### src/rtl/branch_pred_unit.sv
// Branch resolution and prediction unit: condition evaluation on live or stored
// flags, a table of 2-bit saturating counters, a mispredict flush pulse and a statistics counter.
module branch_pred_unit #(
  parameter int DW    = 16,
  parameter int IDX_W = 4,
  parameter int CNT_W = 16
) (
  input  logic             clk,
  input  logic             rst,
  input  logic             flag_we,
  input  logic [DW-1:0]    wb_val,
  input  logic             c_out,
  input  logic [IDX_W-1:0] pred_idx,
  output logic             pred_taken,
  input  logic             res_valid,
  input  logic             jmp,
  input  logic             brc,
  input  logic [4:0]       cond,
  input  logic [IDX_W-1:0] res_idx,
  input  logic             res_pred,
  output logic             jmp_true_q,
  output logic             mispredict_q,
  output logic [3:0]       flags_q,
  output logic [CNT_W-1:0] mispred_cnt
);

  localparam int DEPTH = 1 << IDX_W;

  logic [1:0]       ctr_r [DEPTH];
  logic [3:0]       flags_r;
  logic             jmp_true_r;
  logic             mispredict_r;
  logic [CNT_W-1:0] cnt_r;

  logic [7:0] live_t_s;
  logic [7:0] stored_t_s;
  logic       cond_s;
  logic       taken_s;
  logic       mispred_s;
  logic       upd_s;

  // Tests ordered zero, nzero, cout, ncout, odd, even, msb, nmsb; flags_r is {M,O,C,Z}.
  assign live_t_s   = {~wb_val[DW-1], wb_val[DW-1], ~wb_val[0], wb_val[0],
                       ~c_out, c_out, ~(wb_val == {DW{1'b0}}), (wb_val == {DW{1'b0}})};
  assign stored_t_s = {~flags_r[3], flags_r[3], ~flags_r[2], flags_r[2],
                       ~flags_r[1], flags_r[1], ~flags_r[0], flags_r[0]};

  // Condition select and resolved-taken decision.
  always_comb begin
    cond_s = 1'b0;
    case (cond[4:3])
      2'b00:   cond_s = live_t_s[cond[2:0]];
      2'b01:   cond_s = stored_t_s[cond[2:0]];
      default: cond_s = 1'b0;
    endcase
    if (!jmp) begin
      taken_s = 1'b0;
    end else if (!brc) begin
      taken_s = 1'b1;
    end else begin
      taken_s = cond_s;
    end
  end

  assign mispred_s  = res_valid & jmp & (taken_s != res_pred);
  assign upd_s      = res_valid & jmp & brc;
  // Table read sees registered state only, so a same-cycle update is not bypassed.
  assign pred_taken = ctr_r[pred_idx][1];

  // Predictor counter table.
  always_ff @(posedge clk) begin
    if (rst) begin
      for (int i = 0; i < DEPTH; i++) begin
        ctr_r[i] <= 2'b01;
      end
    end else if (upd_s) begin
      if (taken_s) begin
        if (ctr_r[res_idx] != 2'b11) begin
          ctr_r[res_idx] <= ctr_r[res_idx] + 2'b01;
        end
      end else begin
        if (ctr_r[res_idx] != 2'b00) begin
          ctr_r[res_idx] <= ctr_r[res_idx] - 2'b01;
        end
      end
    end
  end

  // Flags, resolution outputs and mispredict statistics.
  always_ff @(posedge clk) begin
    if (rst) begin
      flags_r      <= 4'b0000;
      jmp_true_r   <= 1'b0;
      mispredict_r <= 1'b0;
      cnt_r        <= {CNT_W{1'b0}};
    end else begin
      if (flag_we) begin
        flags_r <= {wb_val[DW-1], wb_val[0], c_out, (wb_val == {DW{1'b0}})};
      end
      jmp_true_r   <= res_valid & taken_s;
      mispredict_r <= mispred_s;
      // Count each pulse as it is registered so the count moves with mispredict_q.
      if (mispred_s && !(&cnt_r)) begin
        cnt_r <= cnt_r + {{(CNT_W-1){1'b0}}, 1'b1};
      end
    end
  end

  assign flags_q      = flags_r;
  assign jmp_true_q   = jmp_true_r;
  assign mispredict_q = mispredict_r;
  assign mispred_cnt  = cnt_r;

endmodule
### config.mk
export PLATFORM = sky130hd
export DESIGN_NAME = branch_pred_unit
export DESIGN_NICKNAME = d
export VERILOG_FILES = /design/src/rtl/branch_pred_unit.sv
export SDC_FILE = /design/constraint.sdc
export NUM_CORES = 1
export LEC_CHECK = 0
export CAP_MARGIN = 30
export CELL_PAD_IN_SITES_DETAIL_PLACEMENT = 0
export CELL_PAD_IN_SITES_GLOBAL_PLACEMENT = 1
export CORE_MARGIN = 10
export CORE_UTILIZATION = 26
export CTS_CLUSTER_DIAMETER = 80
export DETAILED_ROUTE_END_ITERATION = 7
export MAX_ROUTING_LAYER = met4
export PLACE_DENSITY = 0.61
export SETUP_SLACK_MARGIN = 0.05
export SLEW_MARGIN = 20
export SYNTH_ARGS = -nofsm -noshare
export SYNTH_HDL_FRONTEND = slang
export SYNTH_SLANG_ARGS = --single-unit
### constraint.sdc
create_clock -name clk -period 8.6 [get_ports clk]
set_input_delay 1.72 -clock clk [delete_from_list [all_inputs] [get_ports clk]]
set_output_delay 1.72 -clock clk [all_outputs]
set_load 0.01 [all_outputs]
==> results by group, run 1 <==
Logic synthesis
  • Avg Inst Size Synth: 10.8 um^2
  • Post-Synth XOR/XNOR Area: 0%
  • Synth Area in Simple Gates: 26.3%
  • Main combinational cell family by area after synthesis: simple AND/OR/NAND/NOR gates
  • Post-synth EDFFs: 32
  • Synth Area in Adders: less than 1%
  • Post-synthesis mux area share: between 10% and 20%
  • Cells after synthesis: ~300
  • Warnings from Yosys: 0
  • Top_reg_cell synth: edfxtp_1
  • Mapped Area: 0.00332 mm^2
  • Asr flop ratio synth: 0%
  • Synth Area in Compound Gates: 10.8%
  • Syn Nets: ~350
  • Cell variety after synth: 48
  • Seq cells post-synth: 54
  • Sequential area share after synthesis: 42.2%

Clocking
  • Clk buf depth: 2
  • Root Buffer: clkbuf_16
  • Clock latency on the worst-skew pair: 300 ps
  • Clk pin slew, worst setup/hold paths: 70 ps
  • Post-CTS Resized: 0
  • H-tree levels: 2
  • Post-CTS setup buffers: 0
  • Hold buffer count at cts: 0
  • Clock Sinks: 54
  • CTS Buf Count: 5
  • CTS tree: done

STA
  • Tcrit/Tclk final: 64.6%
  • FMAX: 180 MHz
  • Fin crit period: ~5600 ps
  • Final hold violation count: 0
  • Final max-slew violation count: 0
  • Max_slew headroom: a little under half
  • Tightest Pin Transition: 793 ps
  • Endpoints failing setup: 0
  • Worst Clk Skew: 9.66 ps
  • RSZ-0062 raised after global routing: false
  • Setup_tns: 0 ps

Routing
  • 1st-iter DRT viols: 208
  • Detail-routed net length per standard cell: about 17 um
  • Final wirelength: 9300 um
  • DR vias: 2745
  • Antenna-violating nets left: 0
  • Remaining DRCs: 0
  • First-pass DRT Iterations: 4
  • Vias per cell: about 5.2

GRT
  • Initial antenna violation count: 0
  • Gr usage total: ~11%
  • Largest net degree at the start of global routing: 55
  • Vias in the first global route: 2810
  • Gr ovfl total: 0
  • First-pass GRT wire length: 15300 um

Layout
  • Most common cell after layout, fill and taps aside: clkdlybuf4s50_1
  • Finished layout cell area: around 0.0043 mm^2
  • NumNets Final: around 400
  • Layout Area Growth over Synthesis: 28.2%
  • Antenna Cells: 0
  • Most frequent cells in the layout: clkdlybuf4s50_1, edfxtp_1, nor2_1, nand3_1, dfxtp_1
  • Ratio of cells with drive above 1 in the final layout: 20.3%

Power and ir drop
  • Worst IR drop on VDD: roughly 0.000066 V
  • Total power: 595 uW
  • Lkg Pwr: 0.00131 uW
  • Cell area power density: around 140 mW/mm^2

Place
  • Placed cell area: 0.00407 mm^2
  • Final HPWL DP: 6830 um
  • Final RePlAce weighted congestion: 0.781
  • Port-buffer cells: 59

Floorplanning
  • # rows: 41
  • Initial Util: roughly a quarter
  • Ports: 60
  • Core region area: between 0.01 and 0.015 mm^2
  • Die Ht: roughly 130 um
  • Total die area: roughly 0.018 mm^2
  • Die W: 133 um

Worst setup path
  • FF-to-FF End: ctr_r[8][1]
  • Startpoint Class: input pin
  • Worst r2r path cells: 8
  • Worst EP arrival: roughly 3800 ps
  • CP Class: input pin to output port
  • Crit-path max FO: 4
  • Worst r2r src: flags_q[0]
  • Worst setup EP type: output port
  • Worst EP required: 6880 ps
  • R2R setup slack: 5500 ps

Outcome
  • Status: finished clean

Hold path
  • WHS Endpoint: flags_q[3]
  • HP Class: flop to flop
  • WHS Path Cells: 2
  • Hold Crit Start: flags_q[3]

Run
  • MaxCap Viol Count: 0
==> per-stage QoR <==
stage / hold slack (ps) / cells / setup slack, ps / util [%]
after detailed placement: 523 / 522 / 3030 / 32.4
after CTS: 540 / 530 / 3020 / 33.6
after global routing: 575 / 532 / 2970 / 33.9
after global placement: 511 / 520 / 3050 / 32.3
final: 534 / 532 / 3040 / 33.9
after floorplan: 528 / 307 / 4200 / -
==> flip-flops by register name, indices dropped and copies added, names as in the netlist <==
signal,flops
mispred_cnt,16
jmp_true_q,1
ctr_r,32
flags_q,4
mispredict_q,1
==> worst max-delay path by stage <==
| stage | from | endpoint | slack (ps) | cells past startpoint |
|---|---|---|---|---|
| after floorplan | pred_idx[0] | pred_taken | 4200 | 2 |
| after CTS | pred_idx[0] | pred_taken | 3020 | 4 |
| after global placement | pred_idx[0] | pred_taken | 3050 | 4 |
| after global routing | pred_idx[0] | pred_taken | 2970 | 4 |
| after detailed placement | pred_idx[0] | pred_taken | 3030 | 4 |
| final | pred_idx[0] | pred_taken | 3040 | 4 |
==> cell families after synthesis <==
| family | count (synthesis) |
|---|---|
| simple gates | 148 |
| compound gates | 42 |
| fa+ha+maj | 1 |
| mux | 38 |
| buf+inv | 24 |
| flops | 54 |
==> metal layers <==
metal  track usage [%]  vias up  share of wire, %  wire length (um)
li1                  -     1308                 -                 -
met1              14.3     1343                47              4370
met2              16.9       82                48              4430
met3              2.23       12               4.5               415
met4              2.08        0              0.88                82
met5                 -        -                 0                 0
==> worst max-delay path, stage by stage <==
cell	delay [ps]
clkdlybuf4s50_1	630
mux4_2	540
mux4_2	460
clkdlybuf4s50_1	490
==> layout make-up <==
| cell class | count | area, um^2 |
|---|---|---|
| Fill cell | 1315 | 8310 |
| Multi-Input combinational cell | 229 | 1830 |
| Sequential cell | 54 | 1400 |
| Timing Repair Buffer | 63 | 637 |
| Tap cell | 172 | 215 |
| Clock buffer | 6 | 139 |
| Inverter | 6 | 22.5 |
| Clock inverter | 2 | 16.3 |
==> Yosys cell counts (2+ instances only) <==
library cell  instances  share of area (%)
edfxtp_1             32                 29
nand3_1              25                3.8
nor2_1               25                2.8
dfxtp_1              22                 13
nor4_1               19                3.6
a31o_2               16                4.2
mux4_2               14                9.5
nor2b_1              14                2.6
nand2_1              12                1.4
clkbuf_1             11                1.2
nor3_2               11                3.3
nor3_1               10                1.5
mux2i_1               9                2.7
mux2_2                8                2.7
and2_1                7                1.3
mux2_1                7                2.4
inv_1                 6               0.68
a21oi_1               5               0.75
and3_1                5               0.94
buf_2                 5               0.75
nand4_1               5               0.94
nand2b_1              4               0.75
o21ai_0               3               0.45
a2111o_1              2               0.68
nor4_2                2               0.75
o2111ai_1             2               0.53
o31ai_1               2               0.45
o41ai_1               2               0.53
or2_2                 2               0.38
or3_1                 2               0.38
==> power by group <==
part           total, uW  internal, uW  switching [uW]
logic               98.4          45.3            53.1
clock network        216           117            98.7
registers            281           277            3.14
(Power assumes the default switching activity.)
==> inputs of run 2 (changes only) <==
clock period = 5.3 ns   (was 8.6 ns; I/O delays follow)
==> run 2 against run 1 <==
Effect of this change:
- non-clock buffer count unchanged
- register-to-register slack worse by 2900 ps
- power rose by 67%
- hold slack worse by 7.1 ps
- wire length increased by 2.8%
- flip-flop and latch count is the same
- count of clock-buffer cells in the layout did not move
- global-route usage up 0.22 points
- sequential share of layout area fell by 0.058 points
- worst setup slack worse by 2100 ps
- first-iteration DRC count fell by 9.1%
- core utilization increased by 0.060 points
==> results by group, run 2 (synthesis results as in run 1) <==
Outcome
  • Status: finished clean

Worst setup path
  • CP Class: input pin to output port
  • R2R setup slack: 2630 ps
  • Worst setup EP type: output port
  • Crit-path max FO: 4
  • Worst EP required: 4240 ps
  • Startpoint Class: input pin
  • Worst EP arrival: 3280 ps
  • Worst r2r src: flags_q[0]
  • Setup crit start: pred_idx[0]

STA
  • RSZ-0062 raised after global routing: false
  • Fin crit period: around 4300 ps
  • Worst Clk Skew: 11.7 ps
  • Endpoints failing setup: 0
  • Final max-slew violation count: 0
  • Tcrit/Tclk final: between 80% and 90%
  • Setup slack after layout: around 960 ps
  • Max_slew headroom: ~44%
  • Min Hold Slack: around 530 ps
  • Tightest Pin Transition: around 840 ps
  • Setup_tns: 0 ps
  • FMAX: ~230 MHz
  • Final hold violation count: 0

Hold path
  • Hold Crit Start: flags_q[3]
  • HP Class: flop to flop

Layout
  • NumNets Final: 397
  • Layout fillers: 1294
  • Layout Area Growth over Synthesis: 28.5%
  • Ratio of cells with drive above 1 in the final layout: 20.3%
  • Max FFs per register: 32
  • Reg with most FFs: ctr_r
  • Antenna Cells: 0
  • Most frequent cells in the layout: clkdlybuf4s50_1, edfxtp_1, nor2_1, nand3_1, dfxtp_1
  • Most common cell after layout, fill and taps aside: clkdlybuf4s50_1

Clocking
  • Clock Sinks: 54
  • Post-CTS Resized: 0
  • Clk buf depth: 2
  • Clock latency on the worst-skew pair: 300 ps
  • Clk pin slew, worst setup/hold paths: 60 ps
  • Root Buffer: clkbuf_16
  • CTS tree: done
  • CTS Buf Count: 5
  • Post-CTS setup buffers: 0
  • Hold buffer count at cts: 0
  • H-tree levels: 2

Routing
  • DR vias: between 2000 and 3000
  • Antenna-violating nets left: 0
  • Vias per cell: 5.12
  • First-pass DRT Iterations: 4
  • 1st-iter DRT viols: 189
  • Final wirelength: 9560 um
  • Remaining DRCs: 0
  • Detail-routed net length per standard cell: 18.0 um

GRT
  • First-pass GRT wire length: 15300 um
  • Initial antenna violation count: 0
  • Vias in the first global route: ~2800
  • Largest net degree at the start of global routing: 55
  • Gr ovfl total: 0
  • Gr usage total: between 10% and 20%

Floorplanning
  • Initial Util: 26.4%
  • Total die area: 0.0177 mm^2
  • # rows: 41
  • Core region area: 0.0126 mm^2
  • Die Ht: between 100 and 150 um
  • Ports: 60
  • Die W: 133 um

Power and ir drop
  • Worst IR drop on VDD: 0.000105 V
  • Total power: 995 uW
  • Cell area power density: 233 mW/mm^2
  • Lkg Pwr: 0.00132 uW

Place
  • Pre-CTS setup slack: 869 ps
  • Final HPWL DP: between 6000 and 7000 um
  • Port-buffer cells: 59
  • Final RePlAce weighted congestion: 0.785

Run
  • MaxCap Viol Count: 0
run 2: changes by cell type in the layout (fill, tap and decap cells not counted), sizes merged:
cell	previous run	this run
bufinv	0	1
clkinv	0	1
clkinvlp	1	0
inv	7	6
run 2: metal layers:
metal	global-route usage, %	wire (um)
met1	13.9	4330
met2	18.0	4730
met3	2.04	427
met4	2.57	76
met5	-	0
run 2: path summary, 6_finish.rpt:
kind,endpoint,cells after the start
worst max-delay path,pred_taken,4
worst min-delay path,flags_q[3],2
worst max register to register,ctr_r[0][0],8
worst min register to register,flags_q[3],2
run 2: area by class of cell:
cell class | instances | area, um^2 | area share, %
Clock buffer | 6 | 129 | 3.02
Clock inverter | 2 | 38.8 | 0.909
Inverter | 6 | 22.5 | 0.528
Multi-Input combinational cell | 229 | 1830 | 42.8
Sequential cell | 54 | 1400 | 32.8
Tap cell | 172 | 215 | 5.04
Timing Repair Buffer | 63 | 636 | 14.9
run 2: through the flow:
stage | utilization, % | instances | cell area [um^2]
3_5_place_dp | 32.4 | 523 | 4070
6_report | 34.0 | 532 | 4270
5_1_grt | 34.0 | 532 | 4270
3_3_place_gp | 32.4 | 523 | 4070
2_1_floorplan | - | 307 | 3320
4_1_cts | 33.7 | 531 | 4240
run 2: where the power goes:
group	internal, uW	total (uW)	switching [uW]	leakage [uW]
Combinational	72.3	158	85.3	0.000786
Sequential	450	455	4.59	0.000452
Clock	225	383	158	0.0000810
run 2: worst max-delay path, cell delays in order:
cell and delay, ps:
clkdlybuf4s50_1 690, mux4_2 570, mux4_2 460, clkdlybuf4s50_1 490
